--- config.mk ---
export PLATFORM = sky130hd
export DESIGN_NAME = multicycle_ctrl
export DESIGN_NICKNAME = d
export VERILOG_FILES = /design/src/rtl/multicycle_ctrl.sv
export SDC_FILE = /design/constraint.sdc
export NUM_CORES = 1
export LEC_CHECK = 0
export ABC_AREA = 0
export CAP_MARGIN = 20
export CORE_MARGIN = 2
export CORE_UTILIZATION = 48
export DETAILED_ROUTE_END_ITERATION = 10
export GPL_TIMING_DRIVEN = 0
export PLACE_DENSITY = 0.81
export RECOVER_POWER = 100
export REMOVE_ABC_BUFFERS = 1
export SYNTH_ARGS = -nofsm -noshare
export SYNTH_HDL_FRONTEND = slang
export SYNTH_SLANG_ARGS = --single-unit
--- constraint.sdc ---
create_clock -name clk -period 3.5 [get_ports clk]
set_input_delay 0.7 -clock clk [delete_from_list [all_inputs] [get_ports clk]]
set_output_delay 0.7 -clock clk [all_outputs]
set_load 0.01 [all_outputs]
--- src/rtl/multicycle_ctrl.sv ---
// multicycle_ctrl: RV32I multi-cycle sequencer (IF/ID/EX/MEM/WB); PERF_CNT_EN adds cycle/instret counters
module multicycle_ctrl #(
  parameter int MAX_WAIT = 255
) (
  input  logic       clk,
  input  logic       rst_n,
  output logic       imem_req,
  input  logic       imem_ready,
  output logic       ir_we,
  input  logic       is_load,
  input  logic       is_store,
  input  logic       is_halt,
  input  logic       reg_we_dec,
  output logic       dmem_req,
  output logic       dmem_we,
  input  logic       dmem_ready,
  output logic       rf_we,
  output logic       pc_we,
  output logic [2:0] stage,
  output logic       halted,
  output logic       err
`ifdef PERF_CNT_EN
  ,
  output logic [31:0] cycle_cnt,
  output logic [31:0] instret_cnt
`endif
);
  typedef enum logic [2:0] {S_RST, S_IF, S_ID, S_EX, S_MEM, S_WB, S_HALT, S_ERR} state_t;
  localparam int W = MAX_WAIT > 0 ? $clog2(MAX_WAIT + 1) : 1;
  localparam logic [W-1:0] LAST = W'(MAX_WAIT > 0 ? MAX_WAIT - 1 : 0);
  state_t state, nxt;
  logic [W-1:0] wcnt;
  logic waiting, timeout;
  assign waiting = (state == S_IF && !imem_ready) || (state == S_MEM && !dmem_ready);
  assign timeout = MAX_WAIT > 0 && waiting && wcnt == LAST;
  // state register and consecutive not-ready counter; counter is zero whenever not stalling
  always_ff @(posedge clk or negedge rst_n) begin
    if (!rst_n) begin
      state <= S_RST;
      wcnt  <= '0;
    end else begin
      state <= nxt;
      wcnt  <= waiting ? wcnt + 1'b1 : '0;
    end
  end
  // next state and combinational output decode
  always_comb begin
    nxt      = state;
    imem_req = 1'b0;
    ir_we    = 1'b0;
    dmem_req = 1'b0;
    dmem_we  = 1'b0;
    rf_we    = 1'b0;
    pc_we    = 1'b0;
    halted   = 1'b0;
    err      = 1'b0;
    case (state)
      S_RST: nxt = S_IF;
      S_IF: begin
        imem_req = 1'b1;
        ir_we    = imem_ready;
        nxt      = imem_ready ? S_ID : timeout ? S_ERR : S_IF;
      end
      S_ID: nxt = is_halt ? S_HALT : S_EX;
      S_EX: nxt = (is_load || is_store) ? S_MEM : S_WB;
      S_MEM: begin
        dmem_req = 1'b1;
        dmem_we  = is_store;
        nxt      = dmem_ready ? S_WB : timeout ? S_ERR : S_MEM;
      end
      S_WB: begin
        pc_we = 1'b1;
        rf_we = reg_we_dec & ~is_store;
        nxt   = S_IF;
      end
      S_HALT: halted = 1'b1;
      default: begin
        halted = 1'b1;
        err    = 1'b1;
      end
    endcase
  end
  assign stage = state;
`ifdef PERF_CNT_EN
  // cycles spent running instructions and retired instruction count
  always_ff @(posedge clk or negedge rst_n) begin
    if (!rst_n) begin
      cycle_cnt   <= '0;
      instret_cnt <= '0;
    end else begin
      if (!(state inside {S_RST, S_HALT, S_ERR})) cycle_cnt <= cycle_cnt + 32'd1;
      if (state == S_WB) instret_cnt <= instret_cnt + 32'd1;
    end
  end
`endif
endmodule

==> metrics.cfg <==
[routing]
drt-total-wl_um=1290
dr_total_vias=553
drc=0
postRouteAntennaNets=0
routedWlPerCell_um=12.7
firstDrtPassIters=4
via_per_inst=5.42
drtIter0Drc=9

[timing]
setup_ws_ns=0.810
setup_tns_ns=0
slew_viol_final=0
relSlewSlack=0.589
period_needed_ns=2.69
setup_violations=0
tightest_slew_ns=0.615
max_freq_ghz=0.372
hold_viol_final=0
finalCritPeriodShare=0.769
hold-worst-slack_ns=0.507
fin_skew_ns=0.00647
rsz0062_at_grt=no

[yosys]
seq_area_frac_synth=0.430
async_flop_share=1.00
yosys_register_bits=11
synth_top_family_by_area=simple AND/OR/NAND/NOR gates
netlist_area_um2=641
ys.flop_type=dfrtp_1
synth_compound_area_frac=0.156
synth-simple-area-share=0.303
synth.mux.area_fraction=0
yosys.area_share.xor_xnor=0.0410
synthCells=67
ys_warn_count=0
synth_fa_ha_area_frac=0.0391
synth-edff-count=0
ys_types=33
synth.avg_cell_area_um2=9.56

[critical_path]
cp_slowest_stage_delay_ns=0.62
required_ns=2.80
path_cells=dlygate4sd3_1, and2_0, clkdlybuf4s50_1
worstPathMaxFanout=5
critical_path.slowest_cell=dlygate4sd3_1
worstPathArrival_ns=1.99
path_class=in2out
cp_top_family=buffers and inverters
startpoint_type=input port
endpoint_kind=output port
path_buf_inv=2

[global_route]
grt_pass1_vias=476
grt_overflow=0
track_usage=0.186
antenna_found_initial=0
grt_pass1_wl_um=2010
grt_max_degree=13

[clock_tree]
cts_resized=0
clock-root-buffer=clkbuf_4
clock_sinks=11
cts_hold_buf=0
clockBufferDepth=2
post_cts_buffers=0
htree_num_levels=1
clk_pin_slew_worst_paths_ns=0.06
clock_latency_ns=0.27
cts_tree=built
numCtsBuffers=3

[power_and_ir_drop]
p_per_area_nw_per_um2=538
leakagePower_nw=0.355
ir_drop_mv=0.269

[placed_design]
place_ws_ns=0.877
portBuffers=18
dpl.hpwl_um=985
placed_cell_area_um2=831
place_congestion=0.670

[cells_and_area]
areaGrowthSynthToFinish_pct=33.2
layout_commonest_cell=dlygate4sd3_1
fillers=114
post-route-util=0.673
stdcell_area_um2=853
diodes=0
final_cell_mix=dlygate4sd3_1 (13), dfrtp_1 (11), nor2_1 (6)
drive_gt1_frac=0.0920
nets=98

[die]
core_area_um2=1270
io_pins=19
dieArea_um2=1640
num_rows=13
start_util=0.505
fp.dieW_um=40.5
die_h_um=40.5

[outcome]
status=finished clean

[flow_run]
max-cap-violations=0

[hold_path]
hp-class=reg2reg

-- path summary, 6_finish.rpt --
kind | from | cells after the start | slack, ns | to
max | imem_ready | 3 | 0.81 | ir_we
min | wcnt[0] | 1 | 0.51 | wcnt[0]
max reg2reg | stage[2] | 3 | 2.07 | wcnt[3]
min reg2reg | wcnt[0] | 1 | 0.51 | wcnt[0]
max in group asynchronous | rst_n | 1 | 2.34 | wcnt[0]
min in group asynchronous | rst_n | 1 | 0.82 | wcnt[4]
-- cell type report --
type / count / area [um2] / area share
timing repair buffer: 18 / 180 / 0.211
sequential: 11 / 275 / 0.323
tap: 15 / 18.8 / 0.0220
multi-input combinational: 51 / 342 / 0.400
clock buffer: 4 / 26.3 / 0.0308
inverter: 3 / 11.3 / 0.0132
-- worst reg2reg max path, stage by stage (launching register included) --
cell and delay (ns):
dfrtp_1 0.47, nor3b_1 0.19, o21bai_1 0.52, nor2_1 0.11
-- through the flow --
stage                     total power, W  std cells
after floorplan                 0.000289         65
after global placement          0.000389         98
after detailed placement        0.000394         98
after CTS                       0.000479        102
after global routing            0.000500        102
final                           0.000459        102
-- registers in the layout, indices dropped and copies added (netlist names) --
register / count
wcnt: 8
stage: 3
-- Yosys cell counts (2+ instances only) --
| cell | number | area, um2 |
|---|---|---|
| ha_1 | 2 | 25.0 |
| inv_1 | 3 | 11.3 |
| a21oi_1 | 2 | 10.0 |
| nand3_1 | 3 | 15.0 |
| o21ai_0 | 4 | 20.0 |
| dfrtp_1 | 11 | 275 |
| nand2_1 | 3 | 11.3 |
| xor2_1 | 2 | 17.5 |
| and2_1 | 3 | 18.8 |
| nor2_1 | 6 | 22.5 |
| nor3b_1 | 5 | 37.5 |
| o311ai_0 | 2 | 17.5 |
-- where the power goes --
part,internal (W),total [W],leakage [nW],switching (W)
clock network,0.0000442,0.0000871,0.0150,0.0000429
registers,0.000147,0.000186,0.148,0.0000391
logic,0.000101,0.000186,0.192,0.0000850
total,0.000293,0.000459,0.355,0.000167
-- per-layer routing --
metal / part of all wire / global-route usage
met5: 0 / 0
met4: 0.0062 / 0.0250
met3: 0.053 / 0.0833
met2: 0.48 / 0.290
met1: 0.46 / 0.241
-- logic make-up after synthesis --
kind of cell,count (synthesis)
AO/OA/AOI/OAI,14
XOR/XNOR,3
adder cells (fa/ha/maj),2
buffers and inverters,5
flip-flops,11
AND/OR/NAND/NOR,32
No activity file was read; power rests on OpenSTA's default activity.
